`src/rtl/fifo_pkg.sv`:
```
// -----------------------------------------------------------------------------
// fifo_pkg
// Shared definitions for the parametrised FIFO controller:
//   - fifo_state_e : controller state encoding (INIT / RUN / FLUSH)
//   - FIFO_DEF_*   : default depth and flag thresholds
// -----------------------------------------------------------------------------
package fifo_pkg;

    typedef enum logic [1:0] {
        ST_INIT  = 2'd0,
        ST_RUN   = 2'd1,
        ST_FLUSH = 2'd2
    } fifo_state_e;

    localparam int FIFO_DEF_DEPTH    = 16;
    localparam int FIFO_DEF_AE_LEVEL = 2;
    localparam int FIFO_DEF_AF_GAP   = 2;   // almost_full sits this far below DEPTH

endpackage : fifo_pkg

```
`src/rtl/fifo_ptr.sv`:
```
// -----------------------------------------------------------------------------
// fifo_ptr
// AW-bit wrapping pointer with increment and synchronous zero. Wraps from
// 2**AW-1 to 0 by natural overflow of the register.
//
// Ports:
//   clk   in  1   clock, rising edge
//   rst   in  1   asynchronous active-high reset, pointer -> 0
//   zero  in  1   synchronous clear, wins over inc
//   inc   in  1   advance pointer by one
//   ptr   out AW  current pointer value (registered)
// -----------------------------------------------------------------------------
module fifo_ptr #(
    parameter int AW = 4
) (
    input  logic          clk,
    input  logic          rst,
    input  logic          zero,
    input  logic          inc,
    output logic [AW-1:0] ptr
);

    logic [AW-1:0] ptr_q;
    logic [AW-1:0] ptr_d;

    always_comb begin
        ptr_d = ptr_q;
        if (zero) begin
            ptr_d = '0;
        end else if (inc) begin
            ptr_d = ptr_q + AW'(1);
        end
    end

    always_ff @(posedge clk or posedge rst) begin
        if (rst) begin
            ptr_q <= '0;
        end else begin
            ptr_q <= ptr_d;
        end
    end

    assign ptr = ptr_q;

endmodule : fifo_ptr

```
`src/rtl/fifo_ctrl_param.sv`:
```
// -----------------------------------------------------------------------------
// fifo_ctrl_param
// Synchronous FIFO controller for an external simple dual-port RAM. Converts
// write/read requests into RAM strobes and addresses, tracks occupancy and
// derives full/empty/almost flags. Sticky overflow/underflow flags record
// requests that were refused because the FIFO was full/empty.
//
// Ports:
//   clk, rst              clock; asynchronous active-high reset
//   clr                   synchronous flush (pointers and count to 0)
//   err_clr               synchronous clear of overflow/underflow
//   wr_en, rd_en          producer / consumer requests
//   mem_we, mem_waddr     RAM write strobe (combinational) and address (wptr)
//   mem_re, mem_raddr     RAM read strobe (combinational) and address (rptr)
//   rd_valid              RAM read data valid, one cycle after mem_re
//   full, empty           status flags
//   almost_full           count >= AF_LEVEL
//   almost_empty          count <= AE_LEVEL
//   count                 occupancy 0..DEPTH
//   overflow, underflow   sticky error flags
// -----------------------------------------------------------------------------
module fifo_ctrl_param
    import fifo_pkg::*;
#(
    parameter int DEPTH    = FIFO_DEF_DEPTH,
    parameter int AW       = $clog2(DEPTH),
    parameter int AF_LEVEL = DEPTH - FIFO_DEF_AF_GAP,
    parameter int AE_LEVEL = FIFO_DEF_AE_LEVEL
) (
    input  logic          clk,
    input  logic          rst,
    input  logic          clr,
    input  logic          err_clr,
    input  logic          wr_en,
    input  logic          rd_en,
    output logic          mem_we,
    output logic [AW-1:0] mem_waddr,
    output logic          mem_re,
    output logic [AW-1:0] mem_raddr,
    output logic          rd_valid,
    output logic          full,
    output logic          empty,
    output logic          almost_full,
    output logic          almost_empty,
    output logic [AW:0]   count,
    output logic          overflow,
    output logic          underflow
);

    localparam logic [AW:0] DEPTH_C = (AW+1)'(DEPTH);
    localparam logic [AW:0] AF_C    = (AW+1)'(AF_LEVEL);
    localparam logic [AW:0] AE_C    = (AW+1)'(AE_LEVEL);

    fifo_state_e state_q, state_d;
    logic [AW:0] count_q, count_d;
    logic        rd_valid_q, rd_valid_d;
    logic        overflow_q, overflow_d;
    logic        underflow_q, underflow_d;

    logic        run;        // RUN and no flush request this cycle
    logic        wa;         // accepted write
    logic        ra;         // accepted read
    logic        ptr_zero;   // clear both pointers
    logic        full_i;
    logic        empty_i;
    logic [AW-1:0] wptr;
    logic [AW-1:0] rptr;

    // ---------------------------------------------------------------------
    // Status decode from registered count and state. Outside RUN the FIFO
    // looks empty to both sides so no request can be accepted.
    // ---------------------------------------------------------------------
    always_comb begin
        full_i       = 1'b0;
        empty_i      = 1'b1;
        almost_full  = 1'b0;
        almost_empty = 1'b1;
        if (state_q == ST_RUN) begin
            full_i       = (count_q == DEPTH_C);
            empty_i      = (count_q == '0);
            almost_full  = (count_q >= AF_C);
            almost_empty = (count_q <= AE_C);
        end
    end

    assign full  = full_i;
    assign empty = empty_i;

    // clr has priority over requests: a flush cycle accepts nothing and
    // flags no errors.
    assign run = (state_q == ST_RUN) && !clr;
    assign wa  = run && wr_en && !full_i;
    assign ra  = run && rd_en && !empty_i;

    // Pointers and count are zeroed on the clr edge and held there through
    // the FLUSH cycle.
    assign ptr_zero = ((state_q == ST_RUN) && clr) || (state_q == ST_FLUSH);

    // ---------------------------------------------------------------------
    // Next-state logic
    // ---------------------------------------------------------------------
    always_comb begin
        state_d = state_q;
        unique case (state_q)
            ST_INIT:  state_d = ST_RUN;
            ST_RUN:   if (clr) state_d = ST_FLUSH;
            ST_FLUSH: state_d = ST_RUN;
            default:  state_d = ST_INIT;
        endcase
    end

    always_comb begin
        count_d = count_q;
        if (ptr_zero) begin
            count_d = '0;
        end else begin
            unique case ({wa, ra})
                2'b10:   count_d = count_q + (AW+1)'(1);
                2'b01:   count_d = count_q - (AW+1)'(1);
                default: count_d = count_q;
            endcase
        end
    end

    // Set wins over err_clr when both happen in the same cycle.
    always_comb begin
        rd_valid_d  = ra;
        overflow_d  = (overflow_q  && !err_clr) || (run && wr_en && full_i);
        underflow_d = (underflow_q && !err_clr) || (run && rd_en && empty_i);
    end

    // ---------------------------------------------------------------------
    // Registers
    // ---------------------------------------------------------------------
    always_ff @(posedge clk or posedge rst) begin
        if (rst) begin
            state_q     <= ST_INIT;
            count_q     <= '0;
            rd_valid_q  <= 1'b0;
            overflow_q  <= 1'b0;
            underflow_q <= 1'b0;
        end else begin
            state_q     <= state_d;
            count_q     <= count_d;
            rd_valid_q  <= rd_valid_d;
            overflow_q  <= overflow_d;
            underflow_q <= underflow_d;
        end
    end

    fifo_ptr #(.AW(AW)) u_wptr (
        .clk  (clk),
        .rst  (rst),
        .zero (ptr_zero),
        .inc  (wa),
        .ptr  (wptr)
    );

    fifo_ptr #(.AW(AW)) u_rptr (
        .clk  (clk),
        .rst  (rst),
        .zero (ptr_zero),
        .inc  (ra),
        .ptr  (rptr)
    );

    assign mem_we    = wa;
    assign mem_re    = ra;
    assign mem_waddr = wptr;
    assign mem_raddr = rptr;
    assign rd_valid  = rd_valid_q;
    assign count     = count_q;
    assign overflow  = overflow_q;
    assign underflow = underflow_q;

endmodule : fifo_ctrl_param
```
`config.mk`:
```
export PLATFORM = sky130hd
export DESIGN_NAME = fifo_ctrl_param
export DESIGN_NICKNAME = d
export VERILOG_FILES = /design/src/rtl/fifo_pkg.sv /design/src/rtl/fifo_ptr.sv /design/src/rtl/fifo_ctrl_param.sv
export SDC_FILE = /design/constraint.sdc
export NUM_CORES = 1
export LEC_CHECK = 0
export BUFFER_PORTS_ARGS = -buffer_cell sky130_fd_sc_hd__clkbuf_2
export CAP_MARGIN = 20
export CORE_UTILIZATION = 40
export CTS_CLUSTER_SIZE = 24
export DETAILED_ROUTE_END_ITERATION = 6
export MAX_ROUTING_LAYER = met4
export SLEW_MARGIN = 15
export SYNTH_ARGS = -nofsm -noshare
export SYNTH_HDL_FRONTEND = slang
export SYNTH_HIERARCHICAL = 1
export SYNTH_SLANG_ARGS = --single-unit
export TNS_END_PERCENT = 5
```
`constraint.sdc`:
```
create_clock -name clk -period 2.8 [get_ports clk]
set_input_delay 0.56 -clock clk [delete_from_list [all_inputs] [get_ports clk]]
set_output_delay 0.56 -clock clk [all_outputs]
set_load 0.05 [all_outputs]
```
==> flow_summary.json <==
{
  "status": "finished clean",
  "drv_slew": 0,
  "finalSetupViolCount": 0,
  "period_needed_ns": 2.66,
  "cp.required_ns": 3.02,
  "drt_wl_total_mm": 2.22,
  "synth-warning-count": 6,
  "yosys-top-cells-area": "dfrtp_1, ha_1, nor2_1",
  "synth_edf_count": 0,
  "placed_area_mm2": 0.00129,
  "peakVddDrop_uv": 376,
  "avgSynthCellArea_um2": 10.3,
  "synthesis.area_mm2": 0.00109,
  "port_buffers": 27,
  "final_nets": 155,
  "core_mm2": 0.00252,
  "syn_nets": 118,
  "synth_cells": 106,
  "utilization_pct": 53.0,
  "synth_top_area_share_pct": 41.1,
  "yosysMostFrequentCell": "dfrtp_1",
  "setup_slack_ns": 0.139,
  "grt_pass1_vias": 794,
  "cp.arrival_ns": 2.88,
  "async_flop_share_pct": 100,
  "ant_nets": 0,
  "die_area_mm2": 0.00295,
  "clk_latency_ns": 0.30,
  "cts_tree": "built",
  "dp_hpwl_mm": 1.72,
  "start_kind": "register",
  "p_leak_nw": 0.678,
  "first_pass_iters": 4,
  "routedWlPerCell_um": 12.9,
  "p_total_uw": 828,
  "crit_type": "register to register",
  "synth-main-ff-cell": "dfrtp_1",
  "initial_core_util_pct": 43.4,
  "antenna_found_initial": 0,
  "gr-usage-all-layers_pct": 17.2,
  "clock_skew_ns": 0.00958,
  "fmax_mhz": 376,
  "power_per_cell_area_mw_per_mm2": 619,
  "synthTopCellsByCount": "dfrtp_1, nor2_1, inv_1",
  "cts_buffer_depth": 2,
  "vias_per_cell": 5.11,
  "area_delta_synth_final_pct": 22.1,
  "htreeDepth": 1,
  "grt_pass1_wl_mm": 3.46,
  "yosysTopAreaCell": "dfrtp_1",
  "synth.ff_latch_count": 18,
  "diodes": 0,
  "drive_above_1_share_pct": 33.8,
  "slew_headroom_pct": 61.4,
  "numClockSinks": 18,
  "grt_max_degree": 16,
  "cp_max_fo": 8,
  "vias": 879,
  "post-place-ws_ns": 0.194,
  "seq_area_frac_synth_pct": 41.1,
  "die_w_um": 54.3,
  "grt_overflow": 0,
  "finalCritPeriodShare_pct": 95.0,
  "synth_cell_types": 31,
  "worstHoldPathType": "input pin to async pin",
  "cts_buffers": 3,
  "gp_congestion": 0.789,
  "hold_viol": 0,
  "dr.first_iter.drc_count": 9,
  "die_h_um": 54.3,
  "num_io_pins": 28,
  "num_rows": 18,
  "drc": 0,
  "cap_violations": 0,
  "clk_root_buffer_cell": "clkbuf_4",
  "cts_setup_buffers": 0,
  "final_area_mm2": 0.00134,
  "clkTransAtPathRegs_ns": 0.11,
  "worstMarginPinSlew_ns": 0.571,
  "crit_path_end_kind": "register",
  "n_fill_cell": 244
}
cell type report:
class,count,area (µm²),area share [%]
Multi-Input combinational cell,79,601,44.9
Sequential cell,18,452,33.8
Timing Repair Buffer,33,180,13.5
Tap cell,30,37.5,2.81
Clock buffer,4,36.3,2.72
Inverter,8,30.0,2.25
worst max-delay path, stage by stage (launching register included):
cell and delay [ns]:
dfrtp_2 0.47, o41ai_1 0.61, o2111ai_4 0.22, fa_1 0.43, nand2b_1 0.16, a21oi_1 0.15, xor2_1 0.09, or3_1 0.31
a21oi_1 0.14
cells in the final DEF (no fill, tap or decap), types with 2 or more instances in the layout:
master     synthesis  layout
inv_1              8       8
buf_4              0       6
nor2_1            15      15
ha_1               5       5
o2111ai_4          1       2
o21ai_0            4       4
or3_1              2       2
nor2b_1            4       4
xnor2_1            5       5
a21bo_2            2       2
nand4_1            2       2
a21oi_1            7       7
clkbuf_4           0       3
mux2i_1            5       5
dfrtp_1           18      17
clkbuf_2           0      27
nand3b_1           2       2
o22ai_1            2       2
mux2_4             2       2
nand2b_1           3       3
nand2_1            6       6
cell families after synthesis:
logic type	synth area share [%]
simple gates	19.7
compound gates	14.5
flops	41.1
buf+inv	5.03
mux	7.31
xor+xnor	4.80
fa+ha+maj	7.54
final timing paths:
path                       slack [ns]       endpoint  cells after the start      start
setup reg to reg                 0.14       count[4]                      8   count[2]
hold reg to reg                  0.53      underflow                      2  underflow
setup / recovery                 0.14       count[4]                      8   count[2]
max in group asynchronous        2.24       count[2]                      2        rst
hold / removal                   0.12  u_rptr/ptr[2]                      2        rst
min in group clk                 0.46      underflow                      2    err_clr
what timing repair did:
action | CTS | global route
setup endpoints to repair | 0 | 1
hold buffers | 0 | 0
gates resized for setup | 0 | 2
per-stage QoR:
stage               TNS, ns  hold WS (ns)  cells
CTS                       0         0.124    172
global route        -0.0400         0.129    172
finish                    0         0.123    172
global placement          0         0.463    168
floorplan                 0         0.326    106
detailed placement        0         0.460    168
layer usage:
metal | share of wire, % | GRT usage [%] | wire [µm]
met2 | 48 | 27.4 | 1060
met1 | 47 | 21.4 | 1050
met3 | 4.0 | 3.33 | 88
met5 | 0 | - | 0
met4 | 0.77 | 6.84 | 17
registers in the layout, indices dropped and copies added, names as in the netlist:
register    cells
count           5
u_rptr/ptr      4
u_wptr/ptr      4
state_q         2
overflow        1
rd_valid        1
underflow       1
where the power goes:
part,leakage [nW],internal (mW),switching (mW)
logic,0.414,0.112,0.234
clock network,0.0210,0.0792,0.0834
registers,0.243,0.285,0.0330
Power figures use the tool's default switching activity.
